===== src/rtl/dwt_pkg.sv =====
// Shared types and constants for the DWT row-extension front end.
package dwt_pkg;

  typedef enum logic [1:0] {
    FILL,
    HEAD,
    STREAM,
    TAIL
  } ext_state_t;

  localparam int unsigned ExtPairs  = 2;
  localparam int unsigned HistDepth = 5;

endpackage


===== src/rtl/dwt_pair_out_reg.sv =====
// Valid/ready register slice holding one output pair with its sof/eol flags.
module dwt_pair_out_reg #(
  parameter int unsigned Width = 24
) (
  input  logic             clk,
  input  logic             rst,
  input  logic             i_load,
  input  logic             i_sof,
  input  logic             i_eol,
  input  logic [Width-1:0] i_even,
  input  logic [Width-1:0] i_odd,
  input  logic             i_ready,
  output logic             o_valid,
  output logic             o_sof,
  output logic             o_eol,
  output logic [Width-1:0] o_even,
  output logic [Width-1:0] o_odd,
  output logic             o_free_c
);

  logic             r_valid;
  logic             r_sof;
  logic             r_eol;
  logic [Width-1:0] r_even;
  logic [Width-1:0] r_odd;

  // Slot can take new contents when empty or being drained this cycle.
  assign o_free_c = !r_valid || i_ready;

  always_ff @(posedge clk) begin
    if (rst) begin
      r_valid <= 1'b0;
      r_sof   <= 1'b0;
      r_eol   <= 1'b0;
    end else if (o_free_c) begin
      r_valid <= i_load;
      r_sof   <= i_load && i_sof;
      r_eol   <= i_load && i_eol;
    end
  end

  always_ff @(posedge clk) begin
    if (o_free_c && i_load) begin
      r_even <= i_even;
      r_odd  <= i_odd;
    end
  end

  assign o_valid = r_valid;
  assign o_sof   = r_sof;
  assign o_eol   = r_eol;
  assign o_even  = r_even;
  assign o_odd   = r_odd;

endmodule


===== src/rtl/dwt_row_extender.sv =====
// Splits raster lines into (even, odd) pairs and adds two mirrored pairs on each side of the line.
module dwt_row_extender
  import dwt_pkg::*;
#(
  parameter int unsigned Width           = 24,
  parameter int unsigned MaximumSideSize = 512
) (
  input  logic             clk,
  input  logic             rst,
  input  logic             s_valid_i,
  output logic             s_ready_o,
  input  logic             s_sof_i,
  input  logic             s_eol_i,
  input  logic [Width-1:0] s_data_i,
  output logic             m_valid_o,
  input  logic             m_ready_i,
  output logic             m_sof_o,
  output logic             m_eol_o,
  output logic [Width-1:0] m_data_even_o,
  output logic [Width-1:0] m_data_odd_o,
  output logic             err_o
);

  localparam int unsigned CntW  = $clog2(MaximumSideSize + 1);
  localparam int unsigned PidxW = 2;

  ext_state_t       r_state;
  ext_state_t       w_state_nxt;
  logic [CntW-1:0]  r_cnt;
  logic [CntW-1:0]  w_cnt_nxt;
  logic [PidxW-1:0] r_pidx;
  logic [PidxW-1:0] w_pidx_nxt;
  logic             r_line_sof;
  logic             w_line_sof_nxt;
  logic             r_err;
  logic             w_err;

  logic [Width-1:0] r_head [HistDepth];
  logic [Width-1:0] r_hist [HistDepth];
  logic [Width-1:0] r_pend;

  logic             w_ready;
  logic             w_accept;
  logic             w_free;
  logic             w_last;
  logic             w_head_we;
  logic [2:0]       w_head_idx;
  logic             w_pend_we;
  logic             w_load;
  logic             w_ld_sof;
  logic             w_ld_eol;
  logic [Width-1:0] w_ld_even;
  logic [Width-1:0] w_ld_odd;

  assign s_ready_o  = w_ready && !rst;
  assign w_accept   = s_valid_i && s_ready_o;
  assign w_last     = (r_cnt == CntW'(MaximumSideSize - 1));
  // A sample carrying sof always restarts the line as x0.
  assign w_head_idx = s_sof_i ? 3'd0 : r_cnt[2:0];

  always_ff @(posedge clk) begin
    if (rst) begin
      r_state    <= FILL;
      r_cnt      <= '0;
      r_pidx     <= '0;
      r_line_sof <= 1'b0;
      r_err      <= 1'b0;
    end else begin
      r_state    <= w_state_nxt;
      r_cnt      <= w_cnt_nxt;
      r_pidx     <= w_pidx_nxt;
      r_line_sof <= w_line_sof_nxt;
      r_err      <= w_err;
    end
  end

  // Head capture, pending even sample and history of the last accepted samples.
  always_ff @(posedge clk) begin
    if (w_head_we) begin
      r_head[w_head_idx] <= s_data_i;
    end
    if (w_pend_we) begin
      r_pend <= s_data_i;
    end
    if (w_accept) begin
      r_hist[0] <= s_data_i;
      for (int i = 1; i < HistDepth; i++) begin
        r_hist[i] <= r_hist[i-1];
      end
    end
  end

  always_comb begin
    w_state_nxt    = r_state;
    w_cnt_nxt      = r_cnt;
    w_pidx_nxt     = r_pidx;
    w_line_sof_nxt = r_line_sof;
    w_err          = 1'b0;
    w_ready        = 1'b0;
    w_head_we      = 1'b0;
    w_pend_we      = 1'b0;
    w_load         = 1'b0;
    w_ld_sof       = 1'b0;
    w_ld_eol       = 1'b0;
    w_ld_even      = r_pend;
    w_ld_odd       = s_data_i;

    unique case (r_state)
      FILL: begin
        // x4 goes straight into the output slot, so it waits for the slot to be free.
        w_ready = (r_cnt == CntW'(HistDepth - 1)) ? w_free : 1'b1;
        if (w_accept) begin
          w_head_we = 1'b1;
          w_pend_we = 1'b1;
          if (s_sof_i) begin
            w_line_sof_nxt = 1'b1;
            w_err          = (r_cnt != '0) || s_eol_i;
            w_cnt_nxt      = s_eol_i ? CntW'(0) : CntW'(1);
          end else if (s_eol_i) begin
            w_err     = 1'b1;
            w_cnt_nxt = '0;
          end else begin
            if (r_cnt == '0) begin
              w_line_sof_nxt = 1'b0;
            end
            if (r_cnt == CntW'(HistDepth - 1)) begin
              w_load      = 1'b1;
              w_ld_sof    = r_line_sof;
              w_ld_even   = s_data_i;
              w_ld_odd    = r_head[3];
              w_pidx_nxt  = '0;
              w_state_nxt = HEAD;
            end
            w_cnt_nxt = r_cnt + CntW'(1);
          end
        end
      end

      HEAD: begin
        if (w_free) begin
          w_load = 1'b1;
          unique case (r_pidx)
            2'd0: begin
              w_ld_even = r_head[2];
              w_ld_odd  = r_head[1];
            end
            2'd1: begin
              w_ld_even = r_head[0];
              w_ld_odd  = r_head[1];
            end
            default: begin
              w_ld_even = r_head[2];
              w_ld_odd  = r_head[3];
            end
          endcase
          if (r_pidx == 2'd2) begin
            w_pidx_nxt  = '0;
            w_state_nxt = STREAM;
          end else begin
            w_pidx_nxt = r_pidx + PidxW'(1);
          end
        end
      end

      STREAM: begin
        w_ready = r_cnt[0] ? w_free : 1'b1;
        if (w_accept) begin
          if (s_sof_i) begin
            w_head_we      = 1'b1;
            w_pend_we      = 1'b1;
            w_line_sof_nxt = 1'b1;
            w_err          = 1'b1;
            w_cnt_nxt      = s_eol_i ? CntW'(0) : CntW'(1);
            w_state_nxt    = FILL;
          end else if (!r_cnt[0]) begin
            if (s_eol_i) begin
              w_err       = 1'b1;
              w_cnt_nxt   = '0;
              w_state_nxt = FILL;
            end else begin
              w_pend_we = 1'b1;
              w_cnt_nxt = r_cnt + CntW'(1);
            end
          end else begin
            w_load    = 1'b1;
            w_cnt_nxt = r_cnt + CntW'(1);
            // Running into the maximum line length closes the line as if eol were seen.
            if (s_eol_i || w_last) begin
              w_err       = !s_eol_i;
              w_pidx_nxt  = '0;
              w_state_nxt = TAIL;
            end
          end
        end
      end

      TAIL: begin
        if (w_free) begin
          w_load = 1'b1;
          if (r_pidx == PidxW'(ExtPairs - 1)) begin
            w_ld_even   = r_hist[3];
            w_ld_odd    = r_hist[4];
            w_ld_eol    = 1'b1;
            w_pidx_nxt  = '0;
            w_cnt_nxt   = '0;
            w_state_nxt = FILL;
          end else begin
            w_ld_even  = r_hist[1];
            w_ld_odd   = r_hist[2];
            w_pidx_nxt = r_pidx + PidxW'(1);
          end
        end
      end

      default: begin
        w_state_nxt = FILL;
      end
    endcase
  end

  dwt_pair_out_reg #(
    .Width(Width)
  ) u_out_reg (
    .clk     (clk),
    .rst     (rst),
    .i_load  (w_load),
    .i_sof   (w_ld_sof),
    .i_eol   (w_ld_eol),
    .i_even  (w_ld_even),
    .i_odd   (w_ld_odd),
    .i_ready (m_ready_i),
    .o_valid (m_valid_o),
    .o_sof   (m_sof_o),
    .o_eol   (m_eol_o),
    .o_even  (m_data_even_o),
    .o_odd   (m_data_odd_o),
    .o_free_c(w_free)
  );

  assign err_o = r_err;

endmodule


===== config.mk =====
export PLATFORM = sky130hd
export DESIGN_NAME = dwt_row_extender
export DESIGN_NICKNAME = d
export VERILOG_FILES = /design/src/rtl/dwt_pkg.sv /design/src/rtl/dwt_pair_out_reg.sv /design/src/rtl/dwt_row_extender.sv
export SDC_FILE = /design/constraint.sdc
export NUM_CORES = 1
export LEC_CHECK = 0
export ABC_AREA = 1
export CAP_MARGIN = 20
export CORE_UTILIZATION = 50
export CTS_CLUSTER_SIZE = 20
export DETAILED_ROUTE_END_ITERATION = 8
export PLACE_DENSITY = 0.74
export SLEW_MARGIN = 0
export SYNTH_ARGS = -nofsm -noshare
export SYNTH_HDL_FRONTEND = slang
export SYNTH_SLANG_ARGS = --single-unit

===== constraint.sdc =====
create_clock -name clk -period 5.56 [get_ports clk]
set_clock_uncertainty 0.1 [all_clocks]
set_input_delay 0.556 -clock clk [delete_from_list [all_inputs] [get_ports clk]]
set_output_delay 0.556 -clock clk [all_outputs]
set_load 0.02 [all_outputs]

* Word-level counts from Yosys, hierarchy flattened *
Memories as Yosys holds them, arrays and structs flattened.
Cells that the tools add are included.

operators by class
  $add $sub $neg = 2
  $mul = 0
  divide/modulo/power cells = 0
  order comparisons = 0
  equality and inequality tests = 24
  shift operators = 0
  muxes and demuxes = 103
  bitwise logic cells = 0
  reductions and logical operators = 23

operators by type and width
  kind                   number
  $mux 24                16
  $pmux 24 s3            2
  $mux 10                8
  $mux 2                 25
  $mux 1                 42
  $pmux 10 s3            1
  $ne 2x2->1 const B     11
  $pmux 2 s4             2
  $reduce_and 11->1      1
  $add 10x1->10 const B  1
  $eq 10x3->1 const B    1
  $eq 10x9->1 const B    1
  $logic_not 10->1       1
  $pmux 1 s2             5
  $reduce_and 10->1      1
  $reduce_bool 10->1     1
  $ne 4x4->1 const B     2
  $eq 2x2->1 const B     3
  $ne 3x3->1 const B     2
  $reduce_and 6->1       1
  $logic_and 1x1->1      5
  $reduce_and 5->1       1
  $eq 2x1->1 const B     2
  $logic_not 2->1        2
  9 further kinds        15

word-level totals
  flip-flop bits (word level) = 91
  bits in latches = 0
  bits in writable memories = 240
  ROM bits = 0
  bits of input ports = 30
  output and inout port bits = 53
  word-level logic and storage cells = 165
  memories kept = 2

memories
  memory  words  width  rd ports  clocked after memory_dff  write ports  line                    source
  r_head  5      24     4         0                         1            dwt_row_extender.sv:38  logic [Width-1:0] r_head [HistDepth];
  r_hist  5      24     5         0                         5            dwt_row_extender.sv:39  logic [Width-1:0] r_hist [HistDepth];

* Logic depth before layout (Yosys ltp) *
  depth in word-level cells = 10
  depth in mapped cells = 15
  mapped depth without buffers = 13

* Cells and area by module *
Synthesis repeated with hierarchy kept, for this count alone.

unflattened totals
  cell total of the unflattened synthesis = 1360
  area total of the unflattened synthesis = 13954.6 sq um

by module, submodules not included
  module            instances  cells an instance  area an instance (sq um)  seq. area each (sq um)
  dwt_row_extender  1          1293               12388.1                   7527.2
  dwt_pair_out_reg  1          67                 1566.5                    1501.4

* Worst setup path before layout *
Ideal clock, no wire load.

  path type = register to register
  start = register r_cnt[0]
  end = register u_out_reg.r_even[0] (netlist: u_out_reg.o_even[0]), enable pin
  library setup time = 0.454 ns
  data arrival time = 3.634 ns
  data required time = 5.006 ns
  path slack = 1.372 ns
  stages on the path, launching flop included = 14
  buffers on the path = 2
  period minus slack after synthesis = 4.188 ns
  cell sequence = dfxtp_1 inv_1 clkbuf_1 ha_1 nand3_1 nor2_1 nand2_1 nand2_1 nand2_2 nand3_4 nand2_2 buf_6 nand2_1 nor2_1

between the ends
  word-level cells in the longest chain between the ends = 8
  elaborated cells between the ends (all ways) = 15
  classes of those cells = eq/ne: 1; mux: 11; reduce/logical: 3

ends and longest elaborated chain
  what                              line                                              source
  start, declared                   dwt_row_extender.sv:29                            logic [CntW-1:0] r_cnt;
  start signal, assigned            dwt_row_extender.sv:70                            r_cnt <= w_cnt_nxt;
  $eq 10x3->1                       dwt_row_extender.sv:111, dwt_row_extender.sv:126
  $mux 1                            dwt_row_extender.sv:111                           w_ready = (r_cnt == CntW'(HistDepth - 1)) ? w_free : 1'b1;
  $pmux 1 s2                        dwt_row_extender.sv:108                           unique case (r_state)
  $logic_and 1x1->1                 dwt_row_extender.sv:55                            assign s_ready_o = w_ready && !rst;
  $logic_and 1x1->1                 dwt_row_extender.sv:56                            assign w_accept = s_valid_i && s_ready_o;
  $mux 1, on equally long branches  dwt_row_extender.sv:167, dwt_row_extender.sv:112
  $pmux 1 s3 (*)                    dwt_row_extender.sv:108
  $logic_and 1x1->1 (*)             dwt_pair_out_reg.sv:43                            if (o_free_c && i_load) begin
  end signal, assigned              dwt_pair_out_reg.sv:44                            r_even <= i_even;
  end, declared                     dwt_pair_out_reg.sv:24                            logic [Width-1:0] r_even;

Mark *: on every way between the ends. The rest lies on a longest branch, timed or not.
A chain may end at the register's enable or synchronous reset.

* Worst setup path in the final report *
  start = register r_cnt[0]
  end = memory r_head[1][23], enable pin

between the ends
  word-level cells in the longest chain between the ends = 9
  elaborated cells between the ends (all ways) = 12
  classes of those cells = eq/ne: 1; mux: 9; reduce/logical: 2

ends and longest elaborated chain
  what                              line                                              source
  $eq 10x3->1                       dwt_row_extender.sv:111
  $mux 1                            dwt_row_extender.sv:111
  $pmux 1 s2                        dwt_row_extender.sv:108
  $logic_and 1x1->1                 dwt_row_extender.sv:55
  $logic_and 1x1->1                 dwt_row_extender.sv:56
  $mux 1, on equally long branches  dwt_row_extender.sv:167, dwt_row_extender.sv:112
  $pmux 1 s2                        dwt_row_extender.sv:108
  $mux 1                            dwt_row_extender.sv:79                            if (w_head_we) begin
  $mux 1 (not written as such)      dwt_row_extender.sv:80                            r_head[w_head_idx] <= s_data_i;
  end, declared                     dwt_row_extender.sv:38

Parallel ways exist; a longest one is shown, timed or not.

==> flow_metrics.tcl <==
set metrics [dict create \
    synthFlopType "edfxtp_1" \
    grt_pass1_wl_um 54990 \
    cts_buffers 31 \
    syn_inst 1360 \
    netlist_area_um2 14120 \
    insertedDiodeCount 0 \
    die_w_um 170.1 \
    cp.arrival_ps 4240 \
    dpl.hpwl_um 20330 \
    cts_tree "yes" \
    leakage_nw 6.064 \
    post_dp_cell_area_um2 15330 \
    yosys_warnings 0 \
    grt_overflow 0 \
    drtAntennaViolNets 0 \
    status "finished, final reports clean" \
    die-area_um2 28920 \
    clock-sinks 307 \
    core_area_um2 27780 \
    drt_iter0_drc 1208 \
    hold_viol 0 \
    first_global_vias 9946 \
    synth-async-reset-ratio 0 \
    via_per_inst 5.750 \
    routed-via-count 10447 \
    die-height_um 170.1 \
    synth_cell_types 41 \
    use_met1 0.3393 \
    tightestPinTransition_ps 1131 \
    crit_top_cell "nand2_1" \
    io_buffers 82 \
    insertion_delay_ps 560 \
    cp_max_fo 60 \
    critPathCaptureType "flip-flop" \
    ys_seq_elements 307 \
    clock.fmax_ghz 0.2449 \
    slew_violations 0 \
    syn_nets 1392 \
    period_share 0.7344 \
    yosysSeqAreaShare 0.6394 \
    critPathLaunchType "flip-flop" \
    critPathMaxStageDelay_ps 660 \
    grt_use_met3 0.04256 \
    ioPinCount 83 \
    relSlewSlack 0.2458 \
    grt_max_degree 103 \
    cap_violations 0 \
    powerDensity_nw_per_um2 298.2 \
    syn_to_final_growth_pct 15.57 \
    hold_path_class "reg2reg" \
    use_met2 0.3999 \
    worstPathCellList "inv_1, ha_1, nand3_1, nor2_1, nand2_1, nand2_1, nand2_2, nand3_4, inv_6, o21ai_1, nor3_2, buf_12" \
    rsz0062_at_grt "false" \
    ir_worst_vdd_mv 0.1979 \
    path_clk_slew_ps 60 \
    wl_per_cell_um 19.60 \
    n_fill_cell 2283 \
    grt_use_total 0.2481 \
    htreeDepth 1 \
    r2r_slack_ps 1480 \
    clk_path_buf_depth 3 \
    wl_um 35610 \
    ctsResizeCount 0 \
    post-route-min-period_ps 4083 \
    worst-setup-path-type "reg2reg" \
    layout.nets 1449 \
    grt.busiest_layer "met2" \
    setup_viol 0 \
    cp_slowest_cell "nor3_2" \
    postCtsSetupRepairBufs 0 \
    antenna_found_initial 1 \
    synth_edf_count 288 \
    syn_avg_cell_area_um2 10.38 \
    design_area_um2 16320 \
    drive_gt1_frac 0.06324 \
    finalSetupTns_ps 0 \
    gp_congestion 0.8714 \
    first_pass_iters 6 \
    fp-row-count 61 \
    cts_hold_buf 0 \
    root_buffer "clkbuf_16" \
    initial_core_util 0.5083 \
    cp.required_ps 5720 \
    drc 0 \
]
-- layout by cell type (no fill, tap or decap), types with 17 or more instances in the layout --
master / netlist / final
nand3b_1: 17 / 17
a21oi_1: 39 / 39
dfxtp_1: 19 / 19
inv_1: 152 / 152
clkdlybuf4s50_1: 0 / 82
a22o_1: 40 / 40
nand2_1: 262 / 262
o21ai_0: 70 / 70
o31ai_1: 41 / 40
nand3_1: 144 / 144
o211ai_1: 30 / 30
buf_4: 1 / 17
nor2_1: 117 / 115
edfxtp_1: 288 / 288
clkbuf_16: 0 / 31
-- report_power, final --
part,total (mW),leakage [nW],switching (mW),internal [mW]
clock network,2.05,0.487,0.860,1.19
logic,0.188,2.77,0.130,0.0581
registers,2.62,2.81,0.0273,2.60
total,4.87,6.06,1.02,3.85
-- cells in the mapped netlist (2+ instances only) --
library cell  number  area (µm²)
a22o_1            40       350.3
inv_1            152       570.6
nand2_1          262       983.4
inv_2              4       15.01
o211ai_1          30       225.2
buf_1              7       26.28
dfxtp_1           19       380.4
nand4_1            8       50.05
clkinv_1           2       7.510
o31ai_1           41       307.8
clkbuf_1          45       168.9
a211oi_1           2       15.01
ha_1               2       25.02
buf_6              5       56.30
nor3_1             8       40.04
a21oi_1           39       195.2
nand3_1          144       720.7
edfxtp_1         288        8648
o21ai_1            5       25.02
nand3b_1          17       127.6
o21ai_0           70       350.3
xor2_1             2       17.52
o221ai_1           8       70.07
nand2_2            7       43.79
buf_2             21       105.1
nor2_1           117       439.2
-- kinds of logic after synthesis --
kind of cell / Yosys count / share of synthesized area
AO/OA/AOI/OAI: 241 / 0.1128
XOR/XNOR: 2 / 0.001241
adder cells (fa/ha/maj): 2 / 0.001772
buffers and inverters: 238 / 0.06823
flip-flops: 307 / 0.6394
AND/OR/NAND/NOR: 570 / 0.1766
-- registers in the layout (all words and copies together) (netlist names) --
register	cells
u_out_reg.o_even	24
u_out_reg.o_odd	24
u_out_reg.o_valid	1
r_head	96
r_hist	120
r_pidx	2
r_line_sof	1
r_cnt	10
r_pend	24
err_o	1
r_state	2
u_out_reg.o_sof	1
u_out_reg.o_eol	1
-- worst max-delay path: cells and delay by family, from the launching register on --
family | cells | cell delay (ps)
AND/OR/NAND/NOR | 7 | 1270
buffers and inverters | 3 | 1050
flip-flops | 1 | 630
AO/OA/AOI/OAI | 1 | 360
adder cells (fa/ha/maj) | 1 | 340
-- metrics by stage --
step           total power [mW]  std cells  setup slack [ps]  hold slack (ps)    util
6_report                  4.866       1817              1477            318.2  0.5874
5_1_grt                   5.002       1817              1175            322.1  0.5874
4_1_cts                   4.882       1817              1494            318.7  0.5874
3_5_place_dp              2.857       1762              1347            304.5  0.5517
3_3_place_gp              2.851       1761              1490            300.6  0.5507
2_1_floorplan             2.768       1360              1372            300.3       -
-- metal layers --
metal / vias to the layer above / share of wire
met2: 514 / 0.46
met4: 0 / 0.025
met3: 68 / 0.095
met1: 5004 / 0.41
met5: - / 0
li1: 4861 / -
-- cell type report --
| cell class | instances | area (µm²) | share of cell area |
|---|---|---|---|
| sequential | 307 | 9029 | 0.5532 |
| timing repair buffer | 103 | 1036 | 0.06348 |
| tap | 378 | 473.0 | 0.02898 |
| clock buffer | 33 | 783.3 | 0.04800 |
| multi-input combinational | 815 | 4188 | 0.2566 |
| clock inverter | 22 | 209.0 | 0.01280 |
| inverter | 159 | 601.8 | 0.03688 |
-- worst paths after layout --
kind	cells past startpoint	startpoint	end
hold reg to reg	0	r_hist[0][16]$_DFFE_PN_	r_hist[0][40]$_DFFE_PN_
setup / recovery	12	r_cnt[0]$_SDFFE_PP0P_	r_head[1][23]$_DFFE_PP_
hold / removal	0	r_hist[0][16]$_DFFE_PN_	r_hist[0][40]$_DFFE_PN_
setup reg to reg	12	r_cnt[0]$_SDFFE_PP0P_	r_head[1][23]$_DFFE_PP_
Power figures use the tool's default switching activity.
